==> src/rtl/digit_window_scanner_pkg.sv <==
// Shared types and seven-segment glyph constants for the digit window scanner.
// Segment order is {g,f,e,d,c,b,a}, active-low.
package disp_pkg;

    typedef logic [3:0] bcd_digit_t;
    typedef logic [6:0] seg_t;

    localparam seg_t SEG_BLANK = 7'h7F;
    localparam seg_t SEG_DASH  = 7'h3F;
    localparam seg_t SEG_0     = 7'h40;
    localparam seg_t SEG_1     = 7'h79;
    localparam seg_t SEG_2     = 7'h24;
    localparam seg_t SEG_3     = 7'h30;
    localparam seg_t SEG_4     = 7'h19;
    localparam seg_t SEG_5     = 7'h12;
    localparam seg_t SEG_6     = 7'h02;
    localparam seg_t SEG_7     = 7'h78;
    localparam seg_t SEG_8     = 7'h00;
    localparam seg_t SEG_9     = 7'h10;

endpackage

==> src/rtl/digit_window_scanner_bcd_to_7seg.sv <==
// Combinational BCD to seven-segment decoder; non-BCD nibbles render as a dash.
module bcd_to_7seg
    import disp_pkg::*;
(
    input  bcd_digit_t digit_i,
    output seg_t       seg_o
);

    always_comb begin
        seg_o = SEG_DASH;
        case (digit_i)
            4'd0: seg_o = SEG_0;
            4'd1: seg_o = SEG_1;
            4'd2: seg_o = SEG_2;
            4'd3: seg_o = SEG_3;
            4'd4: seg_o = SEG_4;
            4'd5: seg_o = SEG_5;
            4'd6: seg_o = SEG_6;
            4'd7: seg_o = SEG_7;
            4'd8: seg_o = SEG_8;
            4'd9: seg_o = SEG_9;
            default: seg_o = SEG_DASH;
        endcase
    end

endmodule

==> src/rtl/digit_window_scanner.sv <==
// Scans a clamped DISPLAY_DIGITS-wide window of a BCD value onto a multiplexed
// seven-segment display, with per-frame snapshot and per-slot anti-ghost blanking.
module digit_window_scanner
    import disp_pkg::*;
#(
    parameter int DISPLAY_DIGITS = 6,
    parameter int TOTAL_DIGITS   = 17,
    parameter int SHIFT_AMT_W    = 4,
    parameter int SCAN_DIV       = 100000,
    parameter int BLANK_CYCLES   = 1000
) (
    input  logic                        clk,
    input  logic                        rst_n,
    input  logic                        ena,
    input  logic [SHIFT_AMT_W-1:0]      shift_amount,
    input  logic [4*TOTAL_DIGITS-1:0]   value_bcd,
    output logic [6:0]                  seg,
    output logic                        dp,
    output logic [DISPLAY_DIGITS-1:0]   an,
    output logic                        frame_start
);

    localparam int MAX_START = TOTAL_DIGITS - DISPLAY_DIGITS;
    localparam int PRESC_W   = (SCAN_DIV > 1) ? $clog2(SCAN_DIV) : 1;
    localparam int IDX_W     = (DISPLAY_DIGITS > 1) ? $clog2(DISPLAY_DIGITS) : 1;
    localparam logic [DISPLAY_DIGITS-1:0] AN_ONE = DISPLAY_DIGITS'(1);

    logic [PRESC_W-1:0]     presc_q, presc_d;
    logic [IDX_W-1:0]       idx_q, idx_d;
    logic                   first_q, first_d;
    logic [SHIFT_AMT_W-1:0] win_q, win_d;
    bcd_digit_t             snap_q [DISPLAY_DIGITS];
    bcd_digit_t             snap_d [DISPLAY_DIGITS];

    logic [DISPLAY_DIGITS-1:0] an_q, an_d;
    seg_t                      seg_q, seg_d;
    logic                      dp_q, dp_d;
    logic                      fs_q, fs_d;

    logic                      presc_wrap, idx_wrap, take;
    logic [SHIFT_AMT_W-1:0]    win_clamp;
    logic [4*TOTAL_DIGITS-1:0] window_bits;
    bcd_digit_t                cur_digit;
    seg_t                      glyph;
    logic                      blank;

    assign presc_wrap = (presc_q == PRESC_W'(SCAN_DIV - 1));
    assign idx_wrap   = (idx_q == IDX_W'(DISPLAY_DIGITS - 1));
    assign take       = ena && (first_q || (presc_wrap && idx_wrap));
    assign win_clamp  = (shift_amount > SHIFT_AMT_W'(MAX_START)) ? SHIFT_AMT_W'(MAX_START)
                                                                 : shift_amount;
    assign window_bits = value_bcd >> {win_clamp, 2'b00};

    // Counter and snapshot next-state; everything holds while ena is low.
    always_comb begin
        presc_d = presc_q;
        idx_d   = idx_q;
        first_d = first_q;
        win_d   = win_q;
        for (int i = 0; i < DISPLAY_DIGITS; i++) snap_d[i] = snap_q[i];
        if (ena) begin
            first_d = 1'b0;
            presc_d = presc_wrap ? '0 : presc_q + 1'b1;
            if (presc_wrap) idx_d = idx_wrap ? '0 : idx_q + 1'b1;
        end
        if (take) begin
            win_d = win_clamp;
            for (int i = 0; i < DISPLAY_DIGITS; i++) snap_d[i] = window_bits[4*i +: 4];
        end
    end

    always_comb begin
        cur_digit = snap_q[0];
        for (int i = 0; i < DISPLAY_DIGITS; i++) begin
            if (idx_q == IDX_W'(i)) cur_digit = snap_q[i];
        end
    end

    bcd_to_7seg u_dec (
        .digit_i (cur_digit),
        .seg_o   (glyph)
    );

    // Output next-state, registered one cycle behind the counters.
    always_comb begin
        blank = !ena || (presc_q < PRESC_W'(BLANK_CYCLES));
        an_d  = '1;
        seg_d = SEG_BLANK;
        dp_d  = 1'b1;
        fs_d  = take;
        if (!blank) begin
            an_d  = ~(AN_ONE << idx_q);
            seg_d = glyph;
            dp_d  = !(((idx_q == '0) && (win_q != '0)) ||
                      (idx_wrap && (win_q < SHIFT_AMT_W'(MAX_START))));
        end
    end

    always_ff @(posedge clk) begin
        if (!rst_n) begin
            presc_q <= '0;
            idx_q   <= '0;
            first_q <= 1'b1;
            win_q   <= '0;
            for (int i = 0; i < DISPLAY_DIGITS; i++) snap_q[i] <= '0;
            an_q    <= '1;
            seg_q   <= SEG_BLANK;
            dp_q    <= 1'b1;
            fs_q    <= 1'b0;
        end else begin
            presc_q <= presc_d;
            idx_q   <= idx_d;
            first_q <= first_d;
            win_q   <= win_d;
            for (int i = 0; i < DISPLAY_DIGITS; i++) snap_q[i] <= snap_d[i];
            an_q    <= an_d;
            seg_q   <= seg_d;
            dp_q    <= dp_d;
            fs_q    <= fs_d;
        end
    end

    assign an          = an_q;
    assign seg         = seg_q;
    assign dp          = dp_q;
    assign frame_start = fs_q;

endmodule

==> config.mk <==
export PLATFORM = sky130hd
export DESIGN_NAME = digit_window_scanner
export DESIGN_NICKNAME = d
export VERILOG_FILES = /design/src/rtl/digit_window_scanner_pkg.sv /design/src/rtl/digit_window_scanner_bcd_to_7seg.sv /design/src/rtl/digit_window_scanner.sv
export SDC_FILE = /design/constraint.sdc
export NUM_CORES = 1
export LEC_CHECK = 0
export CAP_MARGIN = 30
export CORE_ASPECT_RATIO = 2
export CORE_UTILIZATION = 48
export CTS_CLUSTER_DIAMETER = 80
export DETAILED_ROUTE_END_ITERATION = 12
export PLACE_DENSITY = 0.77
export SLEW_MARGIN = 10
export SYNTH_ARGS = -nofsm -noshare
export SYNTH_HDL_FRONTEND = slang
export SYNTH_HIERARCHICAL = 1
export SYNTH_SLANG_ARGS = --single-unit
==> constraint.sdc <==
create_clock -name clk -period 2.8 [get_ports clk]
set_clock_uncertainty 0.05 [all_clocks]
set_input_delay 0.56 -clock clk [delete_from_list [all_inputs] [get_ports clk]]
set_output_delay 0.56 -clock clk [all_outputs]
set_load 0.005 [all_outputs]
==> run summary, run 1 <==
The flow ran to the end, and the final reports show no timing, DRC or antenna violations. The repair_antennas step left the layout with diodes totalling 0. The max-slew violation count was 0; the half-perimeter wire length after detailed placement was 13.0 mm. The CTS clock-pin slew for the worst setup and hold paths was 50 ps; the count of unresolved DRC violations after routing was 0. For this block, the initial DRC count from the detailed router was 368. The cell count after synthesis came out at 623. Derived from the worst setup path, the maximum achievable clock frequency is 392 MHz. Setup violations remaining at the end of the flow were counted as 0. For this design the top-level I/O count stands at 90. At the end of the flow, the number of nets in the layout was 796. For the net count of the mapped netlist, the log shows 705. For the worst-skew pair, the clock arrives at the later sink with an insertion delay of 330 ps. The XOR/XNOR share of the synthesized area is 3.03%, and the logic gate share of total power is 25.9%. In this run, synthesis inferred 0 flip-flops with an integrated enable. The startpoint identified for the worst register-to-register timing path is idx_q[1].

Total wirelength of the detailed-routed design: 16.8 mm. The logs give 849 for the final instance count without filler cells and 0 for the global-route congestion overflow total. The number of flip-flops and latches in the synthesized netlist was 64. For the worst setup path, the data arrival time is 2720 ps.

The post-layout minimum cycle time is 2550 ps. Max-cap violations in this run came to 0. The signal on the critical path passes through nand2b_1, a21oi_2, o22ai_1, o21ai_0, o21a_2, inv_1, ha_1, mux2i_1, a22oi_1, or2_2. Element type at the critical path end: a flop. Relative to the synthesized area, the layout overhead comes to 28.2%.

Clock tree synthesis selected as its root buffer the cell clkbuf_16. Maximum count of clock buffers along a single path: 2. In the final layout, flip-flops and latches occupy 1280 µm².

The mux cell area share after synthesis was 11.5%. Area share of fa/ha/maj cells after synthesis: 1.78%. Cells with a size suffix above 1 make up 13.0% of the layout. The clock group share of total power was 37.0%; the initial antenna violation count was 0.

The number of buffers inserted by post-CTS setup repair is 0, and the post-detailed-route via-to-cell ratio is 6.23. A synthesized cell averages 7.88 µm². Leaving out fill and tap cells, the most frequent cells in the layout are clkdlybuf4s50_1 (88), nand2_1 (66), dfxtp_1 (64), o21ai_0 (44), nor2_1 (42).

The port buffer count works out to 89. For hold timing, the worst endpoint is win_q[3]. The compound-cell area share of the yosys netlist was 30.0%.

The share of the cycle needed by the critical path after routing is 91.1%, and the largest net degree at the start of global routing is 37. Number of sinks driven by the clock tree: 64. The worst register-to-register path has a setup slack of 250 ps.

In this run the critical register-to-register path is captured at seg[3]. The die is 73.5 µm wide. The startpoint identified for the worst hold timing path is win_q[3].

The final count of hold timing violations is 0. Utilization of the core after routing: 64.0%. Cell area power density: 419 nW/µm².

Net switching is 28.5% of the power. The worst-margin pin slew was 782 ps. The critical setup path kind was flop to flop.

The total net switching power came out at 750 µW. After routing, the total negative slack on setup checks comes to 0 ps. The slowest stage of the critical path is the dfxtp_1 cell. Across the VDD grid, the largest voltage drop is 317 µV.

Biggest cell delay along the critical path: 450 ps. During synthesis, Yosys emitted a total of 6 warnings. The clock tree synthesis step divided the H-tree into 3 levels. The most used flip-flop cell after synthesis was dfxtp_1. The routed layout has 5287 vias.

For this run, asynchronously set or reset flops after synthesis account for 0%. The combined area of all synthesized cells was 4910 µm²; the final RePlAce weighted congestion was 1.08. The path class of the tightest hold or removal check is flop to flop. Counting tap cells, the placed design contains a total of 835 instances.

Most common cell after layout, fill and taps aside: clkdlybuf4s50_1. The floorplan step defined a die boundary enclosing 10700 µm². For this configuration, the core starts out at a cell density of 49.9%. The required time of the critical path is 2970 ps, and the CTS buffer count is 9. The run gives 77 as the post-synthesis cell type count. Global routing consumed, over all layers together, 32.6% of the routing resources. The analysis attributes to cell leakage a power of 2.39 nW. The layout has 911 filler cells. The first global-routing pass estimated 26.8 mm of wire. Dividing the detail-routed wire length by the instance count gives 19.7 µm. The die is 145 µm tall. The floorplan has 51 rows. Depth of the worst register-to-register path: 10. Internal power comes to 1.88 mW. Main combinational cell family by area after synthesis: compound AO/OA/AOI/OAI gates. Along the worst hold path, the cell count comes to 2. Of the total synthesized cell area, the portion taken by AND, OR, NAND and NOR gates is 21.1%.

The length of the first detailed-routing pass in iterations was 7. TritonCTS built the clock tree. The worst setup path is launched from a flop.

In this run the tightest slew margin relative to its limit is 47.4%. The portion of total power attributed to sequential cells was 37.1%. The number of global-route vias before repair was 5398; the total area of multi-input combinational cells was 3310 µm². Setup repair after global routing left no endpoint under its margin.

After synthesis, flip-flops and latches occupy 26.1% of the total area. The remaining antenna violation count was 0; the placeable core region was 9830 µm². In this run the worst path has a maximum fanout of 9.
-- through the flow --
stage	total power, mW	worst slack, ps	hold WS (ps)	instance area (µm²)
4_1_cts	2.63	52.1	432	6290
5_1_grt	2.73	72.5	451	6290
3_3_place_gp	1.66	148	406	6030
3_5_place_dp	1.66	110	423	6030
6_report	2.63	250	434	6290
2_1_floorplan	1.38	208	386	4910
-- power by group through the flow --
stage | Clock [mW] | Sequential (mW) | Combinational (mW)
final | 0.975 | 0.977 | 0.681
after global routing | 1.02 | 0.979 | 0.735
after CTS | 0.984 | 0.976 | 0.670
after detailed placement | 0 | 0.994 | 0.666
after global placement | 0 | 0.993 | 0.666
after floorplan | 0 | 0.984 | 0.399
-- worst max-delay path by stage --
stage | startpoint | to | slack [ps] | cells after the start
6_report | idx_q[1] | seg[3] | 250 | 10
5_1_grt | idx_q[1] | seg[0] | 70 | 10
4_1_cts | idx_q[1] | seg[3] | 50 | 10
3_5_place_dp | idx_q[1] | seg[3] | 110 | 10
3_3_place_gp | idx_q[1] | seg[1] | 150 | 10
2_1_floorplan | idx_q[0] | seg[1] | 210 | 12
-- synthesized netlist by cell type (6+ instances only) --
| cell | count | area share (%) |
|---|---|---|
| nand2_1 | 66 | 5.0 |
| dfxtp_1 | 64 | 26 |
| o21ai_0 | 44 | 4.5 |
| nor2_1 | 42 | 3.2 |
| a21oi_1 | 41 | 4.2 |
| mux2i_1 | 35 | 7.1 |
| a31oi_1 | 20 | 2.5 |
| buf_2 | 20 | 2.0 |
| clkbuf_1 | 16 | 1.2 |
| nand3_1 | 16 | 1.6 |
| mux2_2 | 15 | 3.4 |
| a22oi_1 | 14 | 2.1 |
| inv_1 | 14 | 1.1 |
| nand2b_1 | 13 | 1.7 |
| nor3_1 | 13 | 1.3 |
| o22ai_1 | 12 | 1.5 |
| nor2b_1 | 11 | 1.4 |
| xor2_1 | 11 | 2.0 |
| o31ai_1 | 9 | 1.4 |
| or2_2 | 9 | 1.1 |
| a211oi_1 | 8 | 1.2 |
| ha_1 | 7 | 1.8 |
| o221ai_1 | 7 | 1.2 |
| o32ai_1 | 7 | 1.2 |
| o22a_1 | 6 | 1.1 |
| xnor2_1 | 6 | 1.1 |
-- state kept, by name, indices dropped and copies added (netlist names) --
name         flops
an               6
dp               1
presc_q         17
frame_start      1
snap_q          24
seg              7
first_q          1
win_q            4
idx_q            3
-- worst max-delay path: cells and delay by family (launching register included) --
kind	cells	cell delay (ps)
flops	1	450
buf+inv	1	110
fa+ha+maj	1	190
simple gates	2	510
compound gates	5	930
mux	1	180
-- area by class of cell --
class                      instances  share of cell area [%]
clock buffer                      13                    3.98
clock inverter                     1                  0.0796
inverter                          15                   0.895
multi-input combinational        496                    52.7
sequential                        64                    20.4
tap                              132                    2.63
timing repair buffer             128                    19.4
-- timing repair --
| item | 4_1_cts | 5_1_grt |
|---|---|---|
| gates resized for setup | 0 | 2 |
| hold buffers | 0 | 0 |
| endpoints found under the setup margin | 0 | 5 |
-- kinds of logic (layout without fill, tap and decap cells) --
logic type | Yosys count | after routing
compound gates | 218 | 218
flops | 64 | 64
buf+inv | 63 | 157
simple gates | 202 | 202
fa+ha+maj | 7 | 7
mux | 52 | 52
xor+xnor | 17 | 17
-- metal layers --
layer	track usage (%)	up-vias	part of all wire (%)	wire (µm)
met2	60.3	235	56	9310
met4	17.9	0	4.4	735
met3	4.79	66	4.9	826
li1	-	2499	-	-
met5	0	-	0	0
met1	33.3	2487	35	5890
(Power assumes the default switching activity.)
==> run 2: changes to the inputs <==
- PLACE_DENSITY: 0.77 -> 0.75
==> run summary, run 2 (synthesis results as in run 1) <==
The depth of the worst register-to-register path is 10 (unchanged), and the count of unresolved DRC violations after routing is 0 (unchanged). For the number of sinks driven by the clock tree, the log shows 64 (unchanged). The achievable clock frequency came out at 391 MHz (was 392 MHz).

The most crowded layer after global routing was met2 (unchanged). For the initial cell density of the core, the log shows 49.9% (unchanged). Post-detailed-route via-to-cell ratio: 6.24 (was 6.23).

For the global-route wire length before repair, the log shows 26.8 mm (about the same). Total routing resource utilization after global routing: 33.2% (was 32.6%). For the number of gates resized after cts, the log shows 0 (unchanged). For the final count of hold timing violations, the log shows 0 (unchanged). The fraction of final layout cells with drive strength greater than 1 is 14.0% (was 13.0%). The total wirelength of the detailed-routed design is 17.3 mm (was 16.8 mm).

TritonCTS built the clock tree. The initial antenna violation count is 0 (unchanged), and the relative max-transition margin is 57.6% (was 47.4%). The static leakage is 2.45 nW (was 2.39 nW), and the total net switching power is 775 µW (was 750 µW). The CTS buffer count is 9 (unchanged), and the CTS clock-pin slew for the worst setup and hold paths is 50 ps (about the same).

For the filler cell count, the log shows 874 (was 911). The tools report the element type at the critical path end as a flop (unchanged). The cell area power density came out at 436 nW/µm² (was 419 nW/µm²).

The tools report the total power consumption of the routed design as 2.79 mW (was 2.63 mW). The final RePlAce weighted congestion is 1.01 (was 1.08). The worst flop-to-flop path startpoint is idx_q[1] (unchanged). The run gives 51 (unchanged) as the number of cell rows. The flow ran to the end, and the final reports show no timing, DRC or antenna violations.

The tools report the number of global-route vias before repair as 5278 (was 5398). The largest net degree at the start of global routing was 38 (was 37); the number of design-rule violations left by the first detailed-router iteration was 338 (was 368). The placeable core region was 9830 µm² (unchanged); the setup-violating endpoint count in the final report was 0 (unchanged).

The utilization of the core after routing is 65.0% (was 64.0%). The max-slew violation count is 0 (unchanged). Setup repair after global routing left no endpoint under its margin. The critical setup path kind is flop to flop (unchanged). The run gives 35.1% (was 37.1%) as the portion of total power attributed to sequential cells.

The maximum level of the CTS H-tree was 3 (unchanged); the half-perimeter wire length after detailed placement was 13.6 mm (was 13.0 mm). The source of the worst hold timing path is win_q[2] (was win_q[3]). The total area of multi-input combinational cells is 3310 µm² (about the same). The overall die area came out at 10700 µm² (unchanged).

For the I/O pin count, the log shows 90 (unchanged). The number of instances in the placed design is 843 (was 835), and the share of the cycle needed by the critical path after routing is 91.3% (was 91.1%). Kind of path behind the tightest hold check: flop to flop (unchanged). The logs give 0 (unchanged) for the number of buffers inserted by post-CTS setup repair and 24.8% (was 25.9%) for the logic gate share of total power. The run gives 1280 µm² (unchanged) as the sequential standard cell area. The port buffer count is 89 (unchanged). The count of max-cap constraint violations was 0 (unchanged); the number of vias in the routed layout was 5360 (was 5287). For the internal power summed over all cells, the log shows 2.01 mW (was 1.88 mW).

The tools report the met3 routing resource usage after global routing as 5.00% (was 4.79%). The setup slack of the worst register-to-register path is 240 ps (was 250 ps), and the clock group share of total power is 40.1% (was 37.0%). Switching power share of the total: 27.8% (was 28.5%). The number of buffers added to fix hold violations after cts came out at 0 (unchanged). Worst-margin pin slew: 636 ps (was 782 ps). For the largest vdd supply drop, the log shows 389 µV (was 317 µV). The wire length per cell after detailed routing was 20.1 µm (was 19.7 µm); the global-route congestion overflow total was 0 (unchanged). The tools report the number of nets in the layout as 804 (was 796). Most common cell after layout, fill and taps aside: clkdlybuf4s50_1 (unchanged). The run gives 2720 ps (about the same) as the arrival time at the worst endpoint. The required time of the critical path was 2960 ps (was 2970 ps). The die boundary height is 145 µm (unchanged). The end of the worst register-to-register path is seg[2] (was seg[3]). The chip width came out at 73.5 µm (unchanged). The post-layout minimum cycle time is 2560 ps (was 2550 ps), and the cell depth of the worst min-delay path is 2 (unchanged). The run gives 60.6% (was 60.3%) as the met2 usage in global routing. The tools report the kind of start point of the critical path as a flop (unchanged). The tools report the clock tree root driver cell as clkbuf_16 (unchanged).

The run gives 33.6% (was 33.3%) as the met1 track demand over resource in global routing. The number of flip-flops in the largest register is 24 (unchanged), and the length of the first detailed-routing pass in iterations is 7 (unchanged). The biggest fanout along the worst timing path works out to 9 (unchanged). The tools report the destination of the worst hold path as win_q[2] (was win_q[3]).

Final instance count without filler cells: 859 (was 849). Top library cells by usage in the layout, fill and taps aside: clkdlybuf4s50_1 (88), nand2_1 (66), dfxtp_1 (64), buf_4 (45), o21ai_0 (44) (was clkdlybuf4s50_1 (88), nand2_1 (66), dfxtp_1 (64), o21ai_0 (44), nor2_1 (42)). The run gives 330 ps (about the same) as the clock insertion delay at the later pin of the skew report.

For the remaining antenna violation count, the log shows 0 (unchanged). The tools report the number of antenna repair diodes as 0 (unchanged). The register bank with the most flops was snap_q (unchanged).

The signed area change from the synthesized netlist to the final layout came out at 30.2% (was 28.2%). The tools report the sum of negative setup slack as 0 ps (unchanged). The maximum count of clock buffers along a single path was 2 (unchanged).
run 2: layout make-up:
| class | count | area share [%] |
|---|---|---|
| multi-input combinational | 496 | 51.8 |
| inverter | 15 | 0.881 |
| clock inverter | 3 | 0.626 |
| tap | 132 | 2.58 |
| clock buffer | 13 | 4.07 |
| sequential | 64 | 20.0 |
| timing repair buffer | 136 | 20.0 |
run 2: power groups by stage:
stage	Combinational [mW]	Sequential [mW]	Clock [mW]
2_1_floorplan	0.399	0.984	0
3_3_place_gp	0.675	0.994	0
3_5_place_dp	0.679	0.995	0
4_1_cts	0.683	0.976	1.13
5_1_grt	0.743	0.980	1.18
6_report	0.692	0.978	1.12
run 2: layer usage:
| metal | vias up | part of all wire, % |
|---|---|---|
| met5 | - | 0 |
| met3 | 69 | 5.3 |
| met2 | 240 | 55 |
| li1 | 2520 | - |
| met4 | 0 | 5.7 |
| met1 | 2531 | 34 |
run 2: stage by stage:
step	hold WS, ps	setup slack [ps]	instance area (µm²)
2_1_floorplan	386	208	4910
3_3_place_gp	403	83.6	6090
3_5_place_dp	413	73.0	6090
4_1_cts	418	251	6390
5_1_grt	444	118	6390
6_report	417	243	6390
run 2: critical path: stages, from the launching register on:
cell      delay [ps]
dfxtp_1          380
nand2b_1         250
a21oi_1          360
o22ai_1          130
o21ai_0          160
o21a_1           200
inv_1            110
ha_1             230
nor3b_1          140
a21o_1           150
or2_2            280
run 2: how the worst max path moves through the flow:
| stage | start | end | slack [ps] | cells after the start |
|---|---|---|---|---|
| floorplan | idx_q[0] | seg[1] | 210 | 12 |
| global placement | ena | snap_q[1][0] | 80 | 7 |
| detailed placement | ena | snap_q[1][0] | 70 | 7 |
| CTS | idx_q[0] | seg[2] | 250 | 10 |
| global route | idx_q[1] | seg[3] | 120 | 8 |
| finish | idx_q[1] | seg[2] | 240 | 10 |
